**src/rtl/clint_pkg.sv**
```systemverilog
// clint_pkg: register offsets, reset constants and bus FSM states shared by the CLINT timer
package clint_pkg;
  localparam logic [15:0] MSIP_OFF     = 16'h0000;
  localparam logic [15:0] MTIMECMP_OFF = 16'h4000;
  localparam logic [15:0] MTIME_OFF    = 16'hBFF8;
  localparam logic [63:0] MTIMECMP_RST = 64'hFFFF_FFFF_FFFF_FFFF;
  typedef enum logic {S_IDLE, S_RESP} state_t;
endpackage

```
**src/rtl/clint_prescaler.sv**
```systemverilog
// clint_prescaler: divides clk by TICK_DIV into a one-cycle mtime tick, frozen by i_stop
module clint_prescaler #(
  parameter int unsigned TICK_DIV = 1
) (
  input  logic clk,
  input  logic rst,
  input  logic i_stop,
  input  logic i_clr,
  output logic o_tick
);
  logic [15:0] r_cnt;
  logic        w_last;
  assign w_last = r_cnt == 16'(TICK_DIV - 1);
  assign o_tick = w_last && !i_stop;
  always_ff @(posedge clk or negedge rst)
    if (!rst) r_cnt <= '0;
    else if (i_clr) r_cnt <= '0;
    else if (!i_stop) r_cnt <= w_last ? '0 : r_cnt + 16'd1;
endmodule

```
**src/rtl/clint_timer.sv**
```systemverilog
// clint_timer: mtime/mtimecmp/msip registers behind a single-cycle-ack slave port, driving MTIP/MSIP levels
module clint_timer
  import clint_pkg::*;
#(
  parameter int unsigned TICK_DIV  = 1,
  parameter int unsigned BASE_BITS = 16
) (
  input  logic                 clk,
  input  logic                 rst,
  input  logic                 req,
  input  logic                 we,
  input  logic [BASE_BITS-1:0] addr,
  input  logic [63:0]          wdata,
  input  logic [7:0]           wstrb,
  output logic [63:0]          rdata,
  output logic                 ack,
  output logic                 bus_err,
  input  logic                 time_stop,
  output logic                 m_time_int,
  output logic                 m_soft_int
);
  state_t               r_state, w_state_nx;
  logic [63:0]          r_mtime, r_mtimecmp, r_rdata, w_rd, w_mask, w_mtime_inc;
  logic                 r_msip, r_err, r_mti, r_msi;
  logic                 w_acc, w_wr, w_tick, w_sel_msip, w_sel_cmp, w_sel_time, w_hit;
  logic [BASE_BITS-1:0] w_off;
  assign w_acc       = (r_state == S_IDLE) && req;
  assign w_wr        = w_acc && we && |wstrb;
  assign w_off       = addr & ~BASE_BITS'(7);
  assign w_sel_msip  = w_off == BASE_BITS'(MSIP_OFF);
  assign w_sel_cmp   = w_off == BASE_BITS'(MTIMECMP_OFF);
  assign w_sel_time  = w_off == BASE_BITS'(MTIME_OFF);
  assign w_hit       = w_sel_msip | w_sel_cmp | w_sel_time;
  assign w_mtime_inc = r_mtime + 64'(w_tick);
  assign w_rd        = w_sel_msip ? {63'd0, r_msip} : w_sel_cmp ? r_mtimecmp : w_sel_time ? r_mtime : '0;
  always_comb begin
    w_mask = '0;
    for (int i = 0; i < 8; i++) w_mask[8*i +: 8] = {8{wstrb[i]}};
  end
  always_comb begin
    w_state_nx = S_IDLE;
    w_state_nx = w_acc ? S_RESP : S_IDLE;
  end
  clint_prescaler #(.TICK_DIV(TICK_DIV)) u_presc (
    .clk    (clk),
    .rst    (rst),
    .i_stop (time_stop),
    .i_clr  (w_wr && w_sel_time),
    .o_tick (w_tick)
  );
  // a write to mtime merges with the ticked value so unstrobed bytes keep counting
  always_ff @(posedge clk or negedge rst)
    if (!rst) begin
      r_state    <= S_IDLE;
      r_mtime    <= '0;
      r_mtimecmp <= MTIMECMP_RST;
      r_msip     <= 1'b0;
      r_rdata    <= '0;
      r_err      <= 1'b0;
      r_mti      <= 1'b0;
      r_msi      <= 1'b0;
    end else begin
      r_state <= w_state_nx;
      r_rdata <= (w_acc && !we) ? w_rd : '0;
      r_err   <= w_acc && !w_hit;
      r_mtime <= (w_wr && w_sel_time) ? (wdata & w_mask) | (w_mtime_inc & ~w_mask) : w_mtime_inc;
      if (w_wr && w_sel_cmp) r_mtimecmp <= (wdata & w_mask) | (r_mtimecmp & ~w_mask);
      if (w_wr && w_sel_msip && wstrb[0]) r_msip <= wdata[0];
      r_mti <= r_mtime >= r_mtimecmp;
      r_msi <= r_msip;
    end
  assign ack        = r_state == S_RESP;
  assign rdata      = r_rdata;
  assign bus_err    = r_err;
  assign m_time_int = r_mti;
  assign m_soft_int = r_msi;
endmodule

```
**config.mk**
```make
export PLATFORM = sky130hd
export DESIGN_NAME = clint_timer
export DESIGN_NICKNAME = d
export VERILOG_FILES = /design/src/rtl/clint_pkg.sv /design/src/rtl/clint_prescaler.sv /design/src/rtl/clint_timer.sv
export SDC_FILE = /design/constraint.sdc
export NUM_CORES = 1
export LEC_CHECK = 0
export BUFFER_PORTS_ARGS = -buffer_cell sky130_fd_sc_hd__buf_2
export CAP_MARGIN = 10
export CORE_MARGIN = 2
export CORE_UTILIZATION = 55
export CTS_BUF_LIST = sky130_fd_sc_hd__clkbuf_2
export DETAILED_ROUTE_END_ITERATION = 7
export PLACE_DENSITY = 0.77
export SYNTH_ARGS = -nofsm -noshare
export SYNTH_HDL_FRONTEND = slang
export SYNTH_HIERARCHICAL = 1
export SYNTH_SLANG_ARGS = --single-unit
```
**constraint.sdc**
```tcl
create_clock -name clk -period 6 [get_ports clk]
set_clock_uncertainty 0.15 [all_clocks]
set_input_delay 0.6 -clock clk [delete_from_list [all_inputs] [get_ports clk]]
set_output_delay 0.6 -clock clk [all_outputs]
set_load 0.01 [all_outputs]
```
### Word-level counts from Yosys, hierarchy flattened

Cells that the tools add are included.

| storage, ports and cells | value |
|---|---|
| word-level logic and storage cells | 49 |
| register bits | 213 |

| cells by class | value |
|---|---|
| reduce and logical (&&, ||, !) cells | 16 |
| add/subtract/negate cells | 2 |
| mux-type cells | 9 |
| order comparisons | 1 |
| eq/ne operators | 3 |
| bitwise gates (word level) | 9 |

Operator list:

| operator | count |
|---|---|
| $mux 64 | 5 |
| $and 64x64->64 | 3 |
| $or 64x64->64 | 2 |
| $add 64x1->64 | 1 |
| $ge 64x64->1 | 1 |
| $not 64->64 | 1 |
| $mux 16 | 3 |
| $logic_not 16->1 | 2 |
| $add 16x1->16 const B | 1 |
| $eq 13x12->1 const B | 1 |
| $eq 13x13->1 const B | 1 |
| $logic_and 1x1->1 | 10 |
| $reduce_or 8->1 | 1 |
| $logic_not 1->1 | 3 |
| $ne 2x1->1 const B | 1 |
| $or 1x1->1 | 2 |
| $mux 1 | 1 |
| $not 1->1 | 1 |

### Longest topological paths before layout

| logic depth | value |
|---|---|
| word-level depth | 6 |
| depth in mapped cells | 14 |
| depth with buffers taken out | 13 |

### Hierarchy

The synthesis kept the hierarchy.

By module, submodules not included:

| module | times used | cells each | sequential area each (µm²) | area each (µm²) |
|---|---|---|---|---|
| clint_timer | 1 | 1067 | 5009.8 | 10334.9 |
| clint_prescaler | 1 | 104 | 400.4 | 968.4 |

### Worst setup path after synthesis

No wires, ideal clock.

| timing path | value |
|---|---|
| kind | in2reg |
| from | in addr[6] |
| to | reg u_presc.r_cnt[5] |
| data required time | 5.722 ns |
| cell stages on the path | 11 |
| path slack | 2.989 ns |
| data arrival time | 2.732 ns |
| path through | nand4_1 -> nor4_1 -> clkbuf_1 -> buf_2 -> buf_1 -> and3_1 -> nand2b_1 -> clkbuf_1 -> nand3_1 -> xor2_1 -> nor2_1 |

| between the ends | value |
|---|---|
| word-level cells in the longest chain between the ends | 3 |

Ends and longest elaborated chain:

| item | line | text |
|---|---|---|
| start, declared | clint_timer.sv:12 | `input logic [BASE_BITS-1:0] addr,` |
| $eq 13x13->1 (*) | clint_timer.sv:32 | `assign w_sel_time = w_off == BASE_BITS'(MTIME_OFF);` |
| $logic_and 1x1->1 (*) | clint_timer.sv:48 | `.i_clr (w_wr && w_sel_time),` |
| $ne 2x1->1 (no line) or $mux 16 (tied branches) | - |  |
| end signal, assigned | clint_prescaler.sv:18 | `else if (!i_stop) r_cnt <= w_last ? '0 : r_cnt + 16'd1;` |
| end, declared | clint_prescaler.sv:11 | `logic [15:0] r_cnt;` |

Every way passes the cells marked *; elsewhere a longest branch is shown, timed or not.
A chain may end at the register's enable or synchronous reset.

### Final worst setup path

| timing path | value |
|---|---|
| from | reg u_presc.r_cnt[0] |
| to | reg r_mtime[62] |

| between the ends | value |
|---|---|
| word-level cells in the longest chain between the ends | 6 |

Ends and longest elaborated chain:

| item | line | text |
|---|---|---|
| $logic_not 16->1 (*) | clint_prescaler.sv:13 | `assign w_last = r_cnt == 16'(TICK_DIV - 1);` |
| $logic_and 1x1->1 (*) | clint_prescaler.sv:14 | `assign o_tick = w_last && !i_stop;` |
| via w_tick | clint_timer.sv:25 | `logic w_acc, w_wr, w_tick, w_sel_msip, w_sel_cmp, w_sel_time, w_hit;` |
| $add 64x1->64 (*) | clint_timer.sv:34 | `assign w_mtime_inc = r_mtime + 64'(w_tick);` |
| $and 64x64->64 | clint_timer.sv:66 | `r_mtime <= (w_wr && w_sel_time) ? (wdata & w_mask) \| (w_mtime_inc & ~w_mask) : w_mtime_inc;` |
| $or 64x64->64 | clint_timer.sv:66 |  |
| $mux 64 (*) | clint_timer.sv:66 |  |
| end signal, assigned | clint_timer.sv:66 |  |
| end, declared | clint_timer.sv:23 | `logic [63:0] r_mtime, r_mtimecmp, r_rdata, w_rd, w_mask, w_mtime_inc;` |

The timed path passes the listed nets; every way through them passes the cells marked *.

==> qor_table.md <==
| Parameter | This run |
|---|---|
| Result of the run | finished, final reports clean |
| Leakage power total | 0.00649 uW |
| Register-to-Register Setup Slack | 1.72 ns |
| Clock insertion delay at the later pin of the skew report | 0.83 ns |
| Fmax | 0.234 GHz |
| Post-Syn Area | 11,300 sq um |
| Fin Hold WS | 0.0486 ns |
| Multi-input combinational cell area | 5370 sq um |
| Commonest register cell after synthesis | dfrtp_1 |
| Worst-Margin Slew | 1.01 ns |
| First-pass GRT wire length | 49,600 um |
| Post-synthesis sequential area ratio | 0.479 |
| Number of DRC markers in iteration 0 | 625 |
| Antenna-violating nets left | 0 |
| Residual DRC count | 0 |
| Gates resized, CTS repair | 0 |
| Worst Setup Slack post-DPL | 1.95 ns |
| Maximum fanout along the worst path | 10 |
| Synthesis-stage register bit count | 213 |
| Max-slew violations | 0 |
| Number of instances in the synthesized netlist | 1,171 |
| Path class of the lowest-slack min-delay path | in -> reg |
| Average vias per placed instance | 5.77 |
| Clock transition at the register clock pins on the worst setup and hold paths after CTS | 0.12 ns |
| Clock Path Buffers | 3 |
| Synthesis-to-layout area growth | 18.7% |
| Fillers | 1,613 |
| Number of library cell types mapped by synthesis | 61 |
| RSZ-0062 raised after global routing | false |
| First-pass DRT Iterations | 5 |
| Vertical extent of the die | 147 um |
| Effective utilization at floorplan | 0.559 |
| Ratio of cells with drive above 1 in the final layout | 0.253 |
| Critical path endpoint category | flop |
| Sequential cell area | 5410 sq um |
| Cell area after layout | 13,400 sq um |
| Deepest level of the CTS H-tree | 2 |
| Worst path arrival time | 4.86 ns |
| Vias after detailed routing | 9,913 |
| Ys async rst share | 1.00 |
| Total track usage | 0.283 |
| Crit Path Class | reg -> reg |
| Num CTS Buffers | 54 |
| Floorplan row count | 52 |
| Post-detailed-placement half-perimeter wirelength | 20,500 um |
| IR Drop Worst-Case VDD | 0.123 mV |
| Total cell area at the placement stage | 12,300 sq um |
| I/O pins | 161 |
| Total congestion overflow | 0 |
| Share of the core filled with cells in the final layout | 0.663 |
| Floorplan die area | 21,700 sq um |
| Pin count of the biggest net entering global routing | 117 |
| Final setup fails | 0 |
| Initial antenna violation count | 3 |
| Floorplan core area | 20,200 sq um |
| Root cell of the clock tree | clkbuf_2 |
| Die Wd | 147 um |
| Worst endpoint required time | 6.58 ns |
| Number of synthesized flops with an enable pin | 0 |
| Total nets after synthesis | 1,332 |
| Clock tree from TritonCTS | built |
| Final WS setup | 1.72 ns |
| Final cycle utilization of the critical path | 0.713 |
| Number of global-route vias before repair | 9,975 |
| CTS sink count | 213 |
| Max-cap violation count | 0 |
| Total negative slack for setup checks | 0 ns |
| Final-report hold violation count | 0 |
| Final Net Count | 1,565 |
| Average detailed-routed wire length per instance | 17.6 um |
| Number of warnings issued by yosys | 6 |
| Final Routed Wirelength | 30,200 um |
| Headroom to the max-slew limit | 0.327 |
| Type of origin of the critical path | flop |
| Power Dens Cells | 204 nW/um^2 |
| Total of buffers placed on input and output ports | 157 |
| Weighted congestion at the end of routability-driven global placement | 0.933 |
| Min Clock Period, post-route | 4.28 ns |
| Mean instance size in the synthesized netlist | 9.65 sq um |
-- path summary, 6_finish.rpt --
path / from / to / cells past startpoint
worst max-delay path: u_presc/r_cnt[0] / r_mtime[62] / 14
worst min-delay path: wstrb[0] / r_msip / 3
worst max register to register: u_presc/r_cnt[0] / r_mtime[62] / 14
worst min register to register: r_msip / m_soft_int / 0
max in group asynchronous: rst / u_presc/r_cnt[10] / 3
min in group asynchronous: rst / rdata[7] / 2
-- power breakdown --
group          internal, uW  switching, uW
sequential             1470           49.1
clock                   340            602
combinational           120            155
-- synthesized netlist by cell type, drive strengths merged (28+ instances only) --
cell / instances / area share
a21oi: 63 / 0.028
o21ai: 70 / 0.031
inv: 78 / 0.026
dfstp: 64 / 0.15
nor2: 122 / 0.041
ha: 68 / 0.075
dfrtp: 149 / 0.33
nand3: 45 / 0.020
mux2: 36 / 0.036
a22oi: 63 / 0.042
xor2: 37 / 0.029
clkbuf: 42 / 0.014
nand2: 99 / 0.033
and3: 28 / 0.016
nand4: 51 / 0.030
-- critical path: stages, from the launching register on --
cell and delay (ns):
dfrtp_1 0.43, inv_1 0.11, ha_1 0.15, nor3b_1 0.31
nand4_1 0.21, nor2_1 0.15, ha_1 0.18, ha_1 0.21
nand4_1 0.20, nor2_2 0.56, nand3_1 0.37, o311a_1 0.42
a21oi_1 0.12, o21ai_1 0.08, dlygate4sd3_1 0.55
-- what timing repair did --
item / in CTS / in global routing
hold buffers: 69 / 0
hold endpoints to repair: 212 / 0
setup buffers: 0 / 0
-- final cells by class --
class / count / share of cell area
clock inverters: 22 / 0.00643
clock buffers: 75 / 0.0280
repair buffers: 234 / 0.115
multi-input cells: 823 / 0.400
flip-flops and latches: 213 / 0.403
diodes: 3 / 0.000559
inverters: 78 / 0.0218
well taps: 270 / 0.0252
-- layer usage --
metal,share of wire,vias up,track usage
met5,0,-,0
met4,0.031,0,0.112
met3,0.062,61,0.0497
met2,0.47,365,0.453
met1,0.43,4840,0.387
li1,-,4647,-
-- per-stage QoR --
| stage | total power [uW] | instances |
|---|---|---|
| global placement | 1770 | 1549 |
| global route | 2880 | 1717 |
| CTS | 2750 | 1715 |
| floorplan | 1670 | 1171 |
| detailed placement | 1780 | 1549 |
| finish | 2740 | 1718 |
-- placed cells by master, fill, tap and decap left out, types with 45 or more instances in the layout --
cell type      count
dfrtp_1          149
inv_1             78
o21ai_0           63
buf_2            156
nor2_1           121
clkbuf_2          75
nand2_1           99
dfstp_2           64
nand4_1           49
nand3_1           45
dlygate4sd3_1     69
a21oi_1           62
ha_1              68
a22oi_1           63
-- cell families after synthesis --
logic type	after synthesis	synth area share
flops	213	0.479
fa+ha+maj	68	0.0753
mux	36	0.0359
xor+xnor	63	0.0488
compound gates	238	0.130
buf+inv	135	0.0475
simple gates	418	0.184
Power figures use the tool's default switching activity.
